`config.mk`:
```
export PLATFORM = sky130hd
export DESIGN_NAME = vector_harness
export DESIGN_NICKNAME = d
export VERILOG_FILES = /design/src/rtl/vector_harness_pkg.sv /design/src/rtl/vector_harness_misr.sv /design/src/rtl/vector_harness.sv
export SDC_FILE = /design/constraint.sdc
export NUM_CORES = 1
export LEC_CHECK = 0
export CAP_MARGIN = 5
export CELL_PAD_IN_SITES_DETAIL_PLACEMENT = 1
export CELL_PAD_IN_SITES_GLOBAL_PLACEMENT = 1
export CORE_MARGIN = 4
export CORE_UTILIZATION = 36
export CTS_BUF_LIST = sky130_fd_sc_hd__clkbuf_16
export DETAILED_ROUTE_END_ITERATION = 10
export PLACE_DENSITY = 0.93
export RECOVER_POWER = 100
export SLEW_MARGIN = 20
export SYNTH_ARGS = -nofsm -noshare
export SYNTH_HDL_FRONTEND = slang
export SYNTH_HIERARCHICAL = 1
export SYNTH_SLANG_ARGS = --single-unit
```
`constraint.sdc`:
```
create_clock -name clk -period 2.1 [get_ports clk]
set_clock_uncertainty 0.2 [all_clocks]
set_input_delay 0.315 -clock clk [delete_from_list [all_inputs] [get_ports clk]]
set_output_delay 0.315 -clock clk [all_outputs]
set_load 0.02 [all_outputs]
```
`src/rtl/vector_harness_pkg.sv`:
```
// Shared types and constants for the exhaustive-sweep MISR harness.
package vector_harness_pkg;

   typedef enum logic [1:0] {
      ST_IDLE   = 2'd0,
      ST_SETTLE = 2'd1,
      ST_SAMPLE = 2'd2,
      ST_DONE   = 2'd3
   } state_t;

   localparam logic [31:0] SEED       = 32'hFFFF_FFFF;
   localparam logic [31:0] DEF_POLY   = 32'h04C1_1DB7;
   localparam int unsigned SETTLE_MAX = 7;
   localparam int unsigned CNT_W      = 3;

endpackage

```
`src/rtl/vector_harness_misr.sv`:
```
// Multiple-input signature register: Galois shift-left with polynomial feedback.
module sig_misr
   import vector_harness_pkg::*;
#(
   parameter int unsigned      WIDTH = 32,
   parameter logic [WIDTH-1:0] POLY  = DEF_POLY[WIDTH-1:0]
) (
   input  logic             clk,
   input  logic             rst_n,
   input  logic             init,
   input  logic             en,
   input  logic [WIDTH-1:0] din,
   output logic [WIDTH-1:0] sig
);

   logic [WIDTH-1:0] sig_nxt;

   // init has priority so a restart always begins from the seed
   always_comb begin
      sig_nxt = sig;
      if (init) begin
         sig_nxt = SEED[WIDTH-1:0];
      end else if (en) begin
         sig_nxt = {sig[WIDTH-2:0], 1'b0} ^ (sig[WIDTH-1] ? POLY : '0) ^ din;
      end
   end

   always_ff @(posedge clk or negedge rst_n) begin
      if (!rst_n) sig <= SEED[WIDTH-1:0];
      else        sig <= sig_nxt;
   end

endmodule

```
`src/rtl/vector_harness.sv`:
```
// Sweeps a combinational DUT input 0..2^A_WIDTH-1 and compacts its responses into a MISR.
module vector_harness
   import vector_harness_pkg::*;
#(
   parameter int unsigned A_WIDTH   = 4,
   parameter int unsigned Y_WIDTH   = 24,
   parameter int unsigned SIG_WIDTH = 32,
   parameter logic [31:0] SIG_POLY  = DEF_POLY,
   parameter int unsigned SETTLE    = 1
) (
   input  logic                 clk,
   input  logic                 rst_n,
   input  logic                 start,
   input  logic [SIG_WIDTH-1:0] expected,
   output logic [A_WIDTH-1:0]   dut_a,
   input  logic [Y_WIDTH-1:0]   dut_y,
   output logic                 busy,
   output logic                 done,
   output logic [SIG_WIDTH-1:0] signature,
   output logic [A_WIDTH:0]     vec_count,
   output logic                 match
);

   localparam int unsigned     VC_W     = A_WIDTH + 1;
   localparam logic [CNT_W-1:0] CNT_LAST = CNT_W'((SETTLE > 0) ? SETTLE - 1 : 0);
   localparam state_t          FIRST    = (SETTLE > 0) ? ST_SETTLE : ST_SAMPLE;

   if (SETTLE > SETTLE_MAX || Y_WIDTH > SIG_WIDTH || Y_WIDTH < 1 ||
       A_WIDTH < 1 || A_WIDTH > 16 || SIG_WIDTH < 8 || SIG_WIDTH > 32) begin : g_param_err
      $error("vector_harness: illegal parameter combination");
   end

   state_t             state, state_nxt;
   logic [CNT_W-1:0]   cnt, cnt_nxt;
   logic [A_WIDTH-1:0] dut_a_nxt;
   logic [VC_W-1:0]    vec_nxt;
   logic               busy_nxt, done_nxt;
   logic               misr_init_c, misr_en_c;

   // next-state and datapath updates
   always_comb begin
      state_nxt   = state;
      cnt_nxt     = cnt;
      dut_a_nxt   = dut_a;
      vec_nxt     = vec_count;
      busy_nxt    = busy;
      done_nxt    = done;
      misr_init_c = 1'b0;
      misr_en_c   = 1'b0;
      case (state)
         ST_IDLE, ST_DONE: begin
            if (start) begin
               misr_init_c = 1'b1;
               dut_a_nxt   = '0;
               vec_nxt     = '0;
               cnt_nxt     = '0;
               busy_nxt    = 1'b1;
               done_nxt    = 1'b0;
               state_nxt   = FIRST;
            end
         end
         ST_SETTLE: begin
            if (cnt == CNT_LAST) begin
               cnt_nxt   = '0;
               state_nxt = ST_SAMPLE;
            end else begin
               cnt_nxt = cnt + CNT_W'(1);
            end
         end
         ST_SAMPLE: begin
            misr_en_c = 1'b1;
            vec_nxt   = vec_count + VC_W'(1);
            // last vector: stop without wrapping the stimulus
            if (dut_a == '1) begin
               busy_nxt  = 1'b0;
               done_nxt  = 1'b1;
               state_nxt = ST_DONE;
            end else begin
               dut_a_nxt = dut_a + A_WIDTH'(1);
               state_nxt = FIRST;
            end
         end
         default: state_nxt = ST_IDLE;
      endcase
   end

   always_ff @(posedge clk or negedge rst_n) begin
      if (!rst_n) begin
         state     <= ST_IDLE;
         cnt       <= '0;
         dut_a     <= '0;
         vec_count <= '0;
         busy      <= 1'b0;
         done      <= 1'b0;
      end else begin
         state     <= state_nxt;
         cnt       <= cnt_nxt;
         dut_a     <= dut_a_nxt;
         vec_count <= vec_nxt;
         busy      <= busy_nxt;
         done      <= done_nxt;
      end
   end

   sig_misr #(
      .WIDTH (SIG_WIDTH),
      .POLY  (SIG_POLY[SIG_WIDTH-1:0])
   ) u_misr (
      .clk   (clk),
      .rst_n (rst_n),
      .init  (misr_init_c),
      .en    (misr_en_c),
      .din   (SIG_WIDTH'(dut_y)),
      .sig   (signature)
   );

   assign match = done && (signature == expected);

endmodule
```
# Yosys cells after proc, flatten, opt, wreduce, memory -nomap -nowiden
# Index checks and enable logic that the tools add are counted.
# classes
n_addsub	3
n_mul	0
div_mod_pow	0
order_cmp	0
n_eq_ne	9
shift	0
n_mux	24
n_bitwise	2
reduce_logical	12
# ops
cell	n
2-to-1 mux 32 bit	2
equality test 32 bit	1
XOR 32 x 24 -> 32 bit	1
XOR 32 bit	1
2-to-1 mux 27 bit	1
case mux 5 bit (2 select lines)	1
2-to-1 mux 4 bit	2
inequality test 2 bit (second input constant)	4
case mux 4 bit (2 select lines)	1
2-to-1 mux 1 bit	7
2-to-1 mux 2 bit	3
2-to-1 mux 3 bit	2
case mux 2 bit (3 select lines)	1
case mux 3 bit (2 select lines)	1
AND reduction 2 bit	3
AND reduction 3 bit	2
nonzero test 2 bit	3
adder 5 x 1 -> 5 bit (second input constant)	1
2-to-1 mux 5 bit	1
adder 4 x 1 -> 4 bit (second input constant)	1
equality test 2 bit (second input constant)	2
equality test 4 bit (second input constant)	1
case mux 1 bit (2 select lines)	2
adder 3 x 1 -> 3 bit (second input constant)	1
other kinds (5)	5
# word_totals
regBits	48
latch_bits	0
ram_bits	0
romBits	0
inputBits	59
out_inout_bits	44
word_cells	57
n_memories	0

# Longest topological paths before layout
# Gate-level depths: netlist of run 1.
# logic_depth
word_depth	5
depth_mapped	7
depth_no_buf	6

# Modules after synthesis
# Netlist of run 1, hierarchy kept.
# modules_own_cells
mod	instances	cells_per_inst	area_each_um2	seq_area_each_um2
sig_misr	1	139	1878.1	840.8
vector_harness	1	145	1277.5	400.4

# Worst setup path before layout of run 1
# OpenSTA, ideal clock, no wires.
# synth_path
path_type	flip-flop to output port
start	reg u_misr.sig[31]
end	out match
t_arrival_ns	1.620
t_required_ns	1.585
path_slack_ns	-0.035
path_stages_with_launch	5
path_cell_list	dfstp_2 -> xor2_1 -> nor4_1 -> nand4_1 -> nor3_1
# synth_via
elab_chain_len	2
# synth_lines
item	line_no	text
from (decl)	vector_harness_misr.sv:13	output logic [WIDTH-1:0] sig
from (signal assigned)	vector_harness_misr.sv:29	if (!rst_n) sig <= SEED[WIDTH-1:0];
from (signal assigned)	vector_harness_misr.sv:30	else sig <= sig_nxt;
equality test 32 bit	vector_harness.sv:117	assign match = done && (signature == expected);
logical AND 1 bit	vector_harness.sv:117	
to (decl)	vector_harness.sv:21	output logic match
# Every way passes these cells.

# Worst setup path after layout of run 1
# layout_path
start	reg u_misr.sig[11]
end	out match
# The elaborated chain is that of the path after synthesis.

==> results of run 1 <==
## synthesized netlist by cell type (all sizes together)
cell	instances	area share
a22o	3	0.0083
a21o	1	0.0024
dfstp	32	0.27
buf	8	0.017
dfrtp	16	0.13
xnor2	1	0.0028
nor3	4	0.0063
clkbuf	6	0.0071
xor3	13	0.10
nand2b	3	0.0083
nand4	4	0.0079
and3	2	0.0040
o221ai	1	0.0028
conb	1	0.0012
nor2	7	0.0083
mux2i	2	0.0063
a211o	32	0.089
ha	7	0.028
or2b	1	0.0024
a32o	2	0.0063
inv	6	0.0071
a221o	1	0.0032
nand3b	1	0.0024
xor2	50	0.14
and2	1	0.0020
o21ai	12	0.019
nand2	10	0.012
a21oi	8	0.013
nand3	8	0.013
o32ai	1	0.0028
and2b	5	0.012
nor2b	28	0.056
nor4	7	0.014
## area by class of cell
type / count / area share
clock buffer: 5 / 0.0270
sequential: 48 / 0.268
timing repair buffer: 142 / 0.267
inverter: 6 / 0.00486
clock inverter: 3 / 0.00243
tap: 105 / 0.0284
multi-input combinational: 223 / 0.403
## state kept, by name, summed over array words and instances, names as in the netlist
| register | flops |
|---|---|
| vec_count | 5 |
| dut_a | 4 |
| cnt | 3 |
| state | 2 |
| busy | 1 |
| u_misr/sig | 32 |
| done | 1 |
## layer usage
metal  GRT usage  vias up
met5           0        -
met4      0.0481        0
met3      0.0269       12
met2       0.409       76
met1       0.252     1377
li1            -     1275
## timing repair
item | in CTS | in global routing
endpoints found under the hold margin | 11 | 0
hold buffers | 1 | 0
resized for setup | 16 | 15
setup endpoints to repair | 9 | 14
pin swaps | 2 | 2
## metrics by stage
step	hold slack [ns]	instances	utilization	power, W
after detailed placement	0.0812	523	0.551	0.00557
after CTS	0.313	532	0.569	0.00640
final	0.357	532	0.553	0.00612
after global routing	0.372	532	0.553	0.00649
after global placement	0.0740	523	0.551	0.00534
after floorplan	-0.181	291	-	0.00392
## kinds of logic after synthesis
| family | share of synthesized area |
|---|---|
| multiplexers | 0.00634 |
| other | 0.00119 |
| adder cells (fa/ha/maj) | 0.0278 |
| flip-flops | 0.393 |
| AO/OA/AOI/OAI | 0.146 |
| buffers and inverters | 0.0317 |
| XOR/XNOR | 0.245 |
| AND/OR/NAND/NOR | 0.148 |
## placed cells by master (no fill, tap or decap), types with 4 or more instances in the layout
master and instances:
clkdlybuf4s50_1 67, xor2_1 49, buf_4 37, a211o_1 32, nor2b_1 28, dfstp_2 24, dfrtp_1 16, clkbuf_1 14
dlygate4sd3_1 12, nand2_1 10, o21ai_0 10, inv_1 9, nand3_1 8, a21oi_1 8, dlygate4sd2_1 8, xor3_1 8
conb_1 8, dfstp_1 8, nor2_1 7, ha_1 7, and2b_1 5, clkbuf_16 5, xor3_4 5, nor4_1 4
nand4_1 4
## final timing paths
| kind | start | end | slack, ns | depth (start not counted) |
|---|---|---|---|---|
| max in group asynchronous | rst_n | u_misr/sig[15] | 0.17 | 3 |
| min in group asynchronous | rst_n | vec_count[2] | 0.52 | 2 |
| hold / removal | cnt[0] | cnt[0] | 0.36 | 1 |
| setup reg to reg | state[0] | u_misr/sig[26] | -0.01 | 5 |
| hold reg to reg | cnt[0] | cnt[0] | 0.36 | 1 |
| setup / recovery | u_misr/sig[11] | match | -0.30 | 6 |
## power groups by stage
stage	Clock, W	Sequential, W	Combinational (W)
after detailed placement	0	0.00167	0.00390
after global routing	0.000824	0.00168	0.00398
after CTS	0.000781	0.00166	0.00396
after floorplan	0	0.00208	0.00184
final	0.000754	0.00164	0.00372
after global placement	0	0.00163	0.00371
==> qor.csv, run 1 <==
metric;value;unit
cpLargestDelayFamily;simple AND/OR/NAND/NOR gates;
numCtsBuffers;5;
final.setup.worst_slack;-0.299;ns
syn_area;0.00316;mm2
setup_tns;-0.323;ns
pre_cts_ws;-0.885;ns
cp_data_arrival_time;1.88;ns
setup_viol;4;
dr.pass1.iters;4;
required;1.58;ns
cts_setup_buffers;0;
finalCritPeriodShare;1.14;
p_per_area;1320;mW/mm2
num-fill-cells;930;
root_buffer;clkbuf_16;
slowest_delay;0.58;ns
grt_pass1_wl;16900;um
p_leak;2.06;nW
path_class;reg2out;
cp_common_cell;buf_4;
htreeDepth;2;
path_max_fanout;2;
max_freq;417;MHz
startpoint_type;flip-flop;
crit_chain;xor2_1 -> nor4_2 -> buf_4 -> nand4_1 -> nor3_2 -> buf_4;
drtAntennaViolNets;0;
p_int;0.00367;W
area.growth.synth_to_final;46.8;%
synth_warnings;6;
n_antenna_cell;0;
core;0.00838;mm2
portBuffers;102;
dieHeight;102;um
switching_power;0.00245;W
regArea;0.00124;mm2
met3_length;482;um
synth.distinct_cells;39;
hold_class;reg2reg;
dr_total_vias;2740;
failed_checks;negative setup slack;
multiInputGateArea;0.00187;mm2
crit_slowest_cell;dfstp_1;
fp.dieW;102;um
wl_per_cell;20.7;um
synth-seq-cells;48;
top_layer_used;met4;
route.detailed.drc;0;
cp-end-kind;output pin;
track_usage;0.214;
syn_area_per_cell;11.1;um2
relSlewSlack;0.354;
hold_violations;0;
final_area;0.00463;mm2
grt_max_degree;34;
grt_pass1_vias;3061;
share_comb_of_total_power;0.608;
dpl_cell_area;0.00461;mm2
dieArea;0.0103;mm2
grt-ovfl-total;0;
drt-total-wl;11000;um
dr_wl_met2;6100;um
drv_slew;0;
status;complete, but fails checks;
dp_hpwl;8180;um
clock_path_buffers;2;
nNetsFinal;492;
drv_cap;0;
period_minus_slack;2.40;ns
gp_congestion;0.846;
drive_gt1_frac;0.187;
critPathBufInv;2;
power.share.clock;0.123;
ir_worst_vdd;0.000483;V
tightest_slew;0.969;ns
netlist_instances;284;
initial_core_util;0.376;
insertion_delay;0.29;ns
clk_pin_slew;0.06;ns
rows;33;
drt_iter0_markers;53;
seq_power_share;0.268;
netSwitchingFraction;0.401;
cts_tree;yes;
viasPerCell;5.15;
ys_seq_area_frac;0.393;
io_pins;103;
antenna_found_initial;0;
clock_sinks;48;
rsz0062_at_grt;true;
wl_met1;4230;um
No activity file was read; power rests on OpenSTA's default activity.
==> inputs of run 2 (changes only) <==
--- a/config.mk
+++ b/config.mk
@@ -12,4 +12,5 @@
 export CORE_UTILIZATION = 36
 export CTS_BUF_LIST = sky130_fd_sc_hd__clkbuf_16
+export CTS_CLUSTER_SIZE = 30
 export DETAILED_ROUTE_END_ITERATION = 10
 export PLACE_DENSITY = 0.93
==> constraint.sdc (replaced) <==
create_clock -name clk -period 2.1 [get_ports clk]
set_clock_uncertainty 0.2 [all_clocks]
set_input_delay 0.315 -clock clk [delete_from_list [all_inputs] [get_ports clk]]
set_output_delay 0.315 -clock clk [all_outputs]
set_load 0.01 [all_outputs]
==> run 2 against run 1 <==
  * Global-route usage fell by 0.99 points
  * Largest power group unchanged
  * Cell count decreased by 0.38%
  * Total power shrank 2.5%
  * First-iteration DRC count increased by 72%
  * Sequential power about the same
  * The flow still finishes with violations (negative setup slack)
  * Die area unchanged
  * Non-clock buffer count fell by 2
  * Sequential share of layout area fell by 0.42 points
  * Worst setup slack worse by 0.018 ns
==> qor.csv, run 2 (synthesis results as in run 1) <==
metric;value;unit;change
status;complete, but fails checks;;
failed_checks;negative setup slack;;
n_antenna_cell;0;;unchanged
viasPerCell;5.19;;+0.71%
largest_reg_flops;32;;unchanged
ir_worst_vdd;0.000508;V;+5.1%
drt_iter0_markers;91;;+72%
cp-end-kind;output pin;;
finalCritPeriodShare;1.15;;+0.00861
initial_core_util;0.376;;unchanged
fp.dieW;102;um;unchanged
final.setup.worst_slack;-0.317;ns;-0.0181 ns
num-fill-cells;919;;-1.2%
track_usage;0.204;;-0.00990
grt_max_degree;47;;+38%
dieArea;0.0103;mm2;unchanged
hold_class;in2async;;
r2r_slack;0.11;ns;+0.12 ns
core;0.00838;mm2;unchanged
drt-total-wl;10300;um;-6.5%
startpoint_type;flip-flop;;
reg2reg_to;cnt[2];;
drv_slew;0;;unchanged
io_pins;103;;unchanged
htreeDepth;2;;unchanged
mostFrequentLayoutCells;clkdlybuf4s50_1, xor2_1, a211o_1, buf_4, nor2b_1;;
rsz0062_at_grt;true;;
grt-ovfl-total;0;;unchanged
period_minus_slack;2.42;ns;+0.0181 ns
hold_violations;0;;unchanged
crit_chain;xor2_1 -> nor4_1 -> nand3_1 -> nor3_2 -> buf_2;;
dieHeight;102;um;unchanged
nNetsFinal;490;;-0.41%
dr_total_vias;2749;;+0.33%
p_per_area;1270;mW/mm2;-4.0%
area.growth.synth_to_final;49.2;%;
gp_congestion;0.799;;-5.5%
post-route-util;0.562;;+0.00881
root_buffer;clkbuf_16;;
grt_pass1_vias;3120;;+1.9%
cts_setup_buffers;0;;unchanged
cts_tree;yes;;
dr.pass1.iters;4;;unchanged
grt_pass1_wl;16400;um;-3.1%
insertion_delay;0.29;ns;about the same
hold_ws;0.281;ns;-0.0757 ns
p_leak;2.08;nW;+1.0%
critPathBufInv;1;;-1
multiInputGateArea;0.00185;mm2;-0.67%
required;1.58;ns;about the same
setup_viol;1;;-3
path_max_fanout;2;;unchanged
drv_cap;0;;unchanged
max_flop_register;u_misr/sig;;
numCtsBuffers;5;;unchanged
largestRegisters;u_misr/sig x32, vec_count x5, dut_a x4;;
portBuffers;102;;unchanged
cpLargestDelayFamily;simple AND/OR/NAND/NOR gates;;
drtAntennaViolNets;0;;unchanged
r2r_cells;5;;unchanged
dp_hpwl;7600;um;-7.1%
tightest_slew;0.577;ns;-0.392 ns
rows;33;;unchanged
clk_pin_slew;0.07;ns;about the same
layout_commonest_cell;clkdlybuf4s50_1;;
antenna_found_initial;0;;unchanged
clock_path_buffers;2;;unchanged
path_class;reg2out;;
regArea;0.00124;mm2;unchanged
drive_gt1_frac;0.162;;-0.0250
slowest_delay;0.57;ns;about the same
relSlewSlack;0.615;;+0.261
crit_slowest_cell;dfstp_1;;
wl_per_cell;19.4;um;-6.1%
timing.rr.start;state[0];;
cp_data_arrival_time;1.90;ns;+0.02 ns
clock_sinks;48;;unchanged
route.detailed.drc;0;;unchanged
max_freq;414;MHz;-0.75%
[run 2: cell count changes in the layout (fill, tap and decap cells not counted), moves of 7 or more]
cell	change
dfstp_2	-9
dfstp_1	+9
buf_4	-7
dlygate4sd2_1	-7
clkdlybuf4s50_1	+20
clkbuf_1	-13
[run 2: power breakdown]
group	internal, W	switching (W)	leakage (nW)
Sequential	0.00136	0.000260	0.533
Clock	0.000436	0.000351	0.0753
Combinational	0.00199	0.00157	1.47
[run 2: area by class of cell]
| type | instances | share of cell area |
|---|---|---|
| tap | 105 | 0.0279 |
| sequential | 48 | 0.264 |
| clock buffer | 5 | 0.0266 |
| inverter | 6 | 0.00478 |
| clock inverter | 3 | 0.00319 |
| timing repair buffer | 140 | 0.280 |
| multi-input combinational | 223 | 0.394 |
[run 2: worst reg2reg max path: stages (launching register included)]
cell	delay [ns]
dfrtp_1	0.40
inv_1	0.07
ha_1	0.42
nand2b_2	0.28
o21ai_0	0.24
a22o_1	0.27
[run 2: what timing repair did]
item                                   4_1_cts  5_1_grt
endpoints found under the hold margin       16        0
setup endpoints to repair                    2        1
gates resized for setup                     10        2
pin swaps                                    3        3
hold buffers                                 1        0
[run 2: worst max path at each step]
stage,cells past startpoint,to,start,slack (ns)
finish,5,match,u_misr/sig[9],-0.32
global route,6,match,u_misr/sig[11],-0.39
CTS,6,match,u_misr/sig[17],-0.34
detailed placement,7,match,expected[15],-0.81
global placement,7,match,expected[15],-0.61
floorplan,4,match,u_misr/sig[31],0.21
[run 2: routing by layer]
layer | vias up | global-route usage | part of all wire
met5 | - | 0 | 0
met3 | 17 | 0.0324 | 0.043
met2 | 77 | 0.376 | 0.54
met4 | 0 | 0.0613 | 0.024
li1 | 1270 | - | -
met1 | 1385 | 0.243 | 0.40
[run 2: metrics by stage]
step                total power, W  instance area, um2  setup TNS [ns]  setup WS [ns]  cells
finish                     0.00597                4710          -0.317         -0.317    530
global route               0.00635                4710          -0.724         -0.387    530
CTS                        0.00611                4730          -0.338         -0.338    530
detailed placement         0.00525                4570          -0.809         -0.809    521
global placement           0.00507                4570          -0.613         -0.613    521
floorplan                  0.00371                3180               0          0.208    291
==> inputs of run 3 (changes only) <==
CORE_UTILIZATION = 38   (was 36)
PLACE_DENSITY = 0.95   (was 0.93)
RECOVER_POWER = 50   (was 100)
clock period = 2.8 ns   (was 2.1 ns; I/O delays follow)
==> run 3 against run 2 <==
  * The run ends with max-capacitance violations, max-slew violations left
  * Die area is 4.9% lower
  * Routed wire length is 7.0% higher
  * Combinational power shrank 34%
  * Clock power down 10%
  * First-iteration DRC count rose by 12%
  * Core utilization is 0.58 points higher
  * Via count is 0.73% lower
  * Register-to-register slack better by 0.06 ns
  * Total power shrank 26%
  * Critical endpoint is now u_misr/sig[23]
  * Largest power group unchanged
  * Highest routed layer unchanged
==> qor.csv, run 3 (synthesis results as in run 1) <==
metric;value;unit;change
drt-total-wl;11000;um;+7.0%
cpLargestDelayFamily;buffers and inverters;;
setup_viol;0;;-1
portBuffers;102;;unchanged
cp_data_arrival_time;2.64;ns;+0.74 ns
slowest_delay;0.75;ns;+0.18 ns
area.growth.synth_to_final;41.8;%;
max_freq;381;MHz;
drv_cap;1;;+1
failed_checks;max-capacitance violations, max-slew violations;;
grt_pass1_vias;3044;;-2.4%
largestRegisters;u_misr/sig x32, vec_count x5, dut_a x4;;
mostFrequentLayoutCells;clkdlybuf4s50_1, xor2_1, a211o_1, dfstp_2, nor2b_1;;
crit_slowest_cell;clkbuf_2;;
core;0.00789;mm2;-5.9%
hold_class;reg2reg;;
instances_no_fill;497;;-6.2%
ir_worst_vdd;0.000318;V;-37%
clock_path_buffers;2;;unchanged
grt_pass1_wl;17300;um;+5.3%
n_antenna_cell;0;;unchanged
p_leak;1.92;nW;-7.6%
dr_total_vias;2729;;-0.73%
dieHeight;99.1;um;-2.5%
cts_tree;yes;;
grt_max_degree;41;;-13%
power;0.00444;W;-26%
route.detailed.drc;0;;unchanged
antenna_found_initial;0;;unchanged
fp.dieW;99.1;um;-2.5%
dp_cells;488;;-6.3%
root_buffer;clkbuf_16;;
initial_core_util;0.400;;+0.0236
dieArea;0.00983;mm2;-4.9%
drt_iter0_markers;102;;+12%
path_max_fanout;40;;+38
rsz0062_at_grt;false;;
track_usage;0.229;;+0.0252
finalCritPeriodShare;0.938;;
period_minus_slack;2.63;ns;
num-fill-cells;866;;-5.8%
critPathBufInv;2;;+1
tightest_slew;1.67;ns;+1.09 ns
insertion_delay;0.29;ns;about the same
required;2.81;ns;+1.23 ns
relSlewSlack;-0.111;;-0.726
final_area;0.00448;mm2;-4.9%
io_pins;103;;unchanged
htreeDepth;2;;unchanged
nNetsFinal;460;;-6.1%
cts_setup_buffers;0;;unchanged
dr.pass1.iters;4;;unchanged
p_per_area;992;mW/mm2;-22%
gp_congestion;0.841;;+5.3%
viasPerCell;5.49;;+5.9%
drv_slew;29;;+29
path_class;reg2reg;;
rows;32;;-3.0%
grt-ovfl-total;0;;unchanged
post-route-util;0.567;;+0.00584
clock_sinks;48;;unchanged
drive_gt1_frac;0.137;;-0.0256
hold_violations;0;;unchanged
startpoint_type;flip-flop;;
numCtsBuffers;5;;unchanged
wl_per_cell;22.2;um;+14%
status;complete, but fails checks;;
dpl_cell_area;0.00432;mm2;-5.6%
max_flop_register;u_misr/sig;;
crit_chain;inv_1 -> ha_1 -> clkbuf_2 -> and2b_1 -> a211o_1;;
drtAntennaViolNets;0;;unchanged
clk_pin_slew;0.07;ns;about the same
cp-end-kind;flip-flop;;
largest_reg_flops;32;;unchanged
setup_tns;0;ns;+0.317 ns
layout_commonest_cell;clkdlybuf4s50_1;;
dp_hpwl;7870;um;+3.6%
[run 3: cell count changes in the layout (fill, tap and decap cells not counted), moves of 2 or more]
cell and delta:
buf_4 -26, dlygate4sd3_1 -7, clkbuf_4 -3, nor4_2 +2
clkdlybuf4s50_1 +9, dfstp_1 -17, buf_12 -2, clkbuf_1 +2
dfstp_2 +17, nor4_1 -2
[run 3: final timing paths]
path | depth (start not counted) | slack (ns) | endpoint | from
max reg2reg | 5 | 0.17 | u_misr/sig[23] | state[0]
min in group asynchronous | 2 | 0.89 | done | rst_n
max | 5 | 0.17 | u_misr/sig[23] | state[0]
min | 2 | 0.35 | busy | busy
max in group asynchronous | 3 | 0.35 | u_misr/sig[25] | rst_n
min reg2reg | 2 | 0.35 | busy | busy
[run 3: per-layer routing]
metal	part of all wire	track usage
met3	0.054	0.0526
met2	0.51	0.413
met1	0.40	0.269
met5	0	0
met4	0.029	0.0725
[run 3: timing repair]
item / CTS / global route
endpoints found under the setup margin: 1 / 1
endpoints found under the hold margin: 16 / 0
pin swaps: 0 / 1
resized for setup: 4 / 3
hold buffers: 1 / 0
[run 3: layout make-up]
class	count	area (um2)	share of cell area
repair buffers	110	1060	0.237
flip-flops and latches	48	1240	0.277
inverters	6	22.5	0.00503
clock inverters	3	46.3	0.0103
multi-input cells	223	1850	0.413
clock buffers	5	125	0.0280
well taps	102	128	0.0285
[run 3: worst reg2reg max path, delay by kind of cell, from the launching register on]
| family | cells | cell delay, ns |
|---|---|---|
| simple gates | 1 | 0.28 |
| flops | 1 | 0.42 |
| compound gates | 1 | 0.29 |
| buf+inv | 2 | 0.83 |
| fa+ha+maj | 1 | 0.54 |
[run 3: power by group]
| group | switching (W) | total, W | internal [W] |
|---|---|---|---|
| logic | 0.00107 | 0.00234 | 0.00127 |
| clock network | 0.000280 | 0.000705 | 0.000425 |
| registers | 0.000335 | 0.00139 | 0.00106 |
| total | 0.00168 | 0.00444 | 0.00276 |
[run 3: per-stage QoR]
step	setup slack [ns]	hold slack (ns)
2_1_floorplan	0.803	-0.0756
3_3_place_gp	-0.237	0.278
3_5_place_dp	-0.342	0.284
4_1_cts	0.0216	0.370
5_1_grt	0.0433	0.399
6_report	0.172	0.351
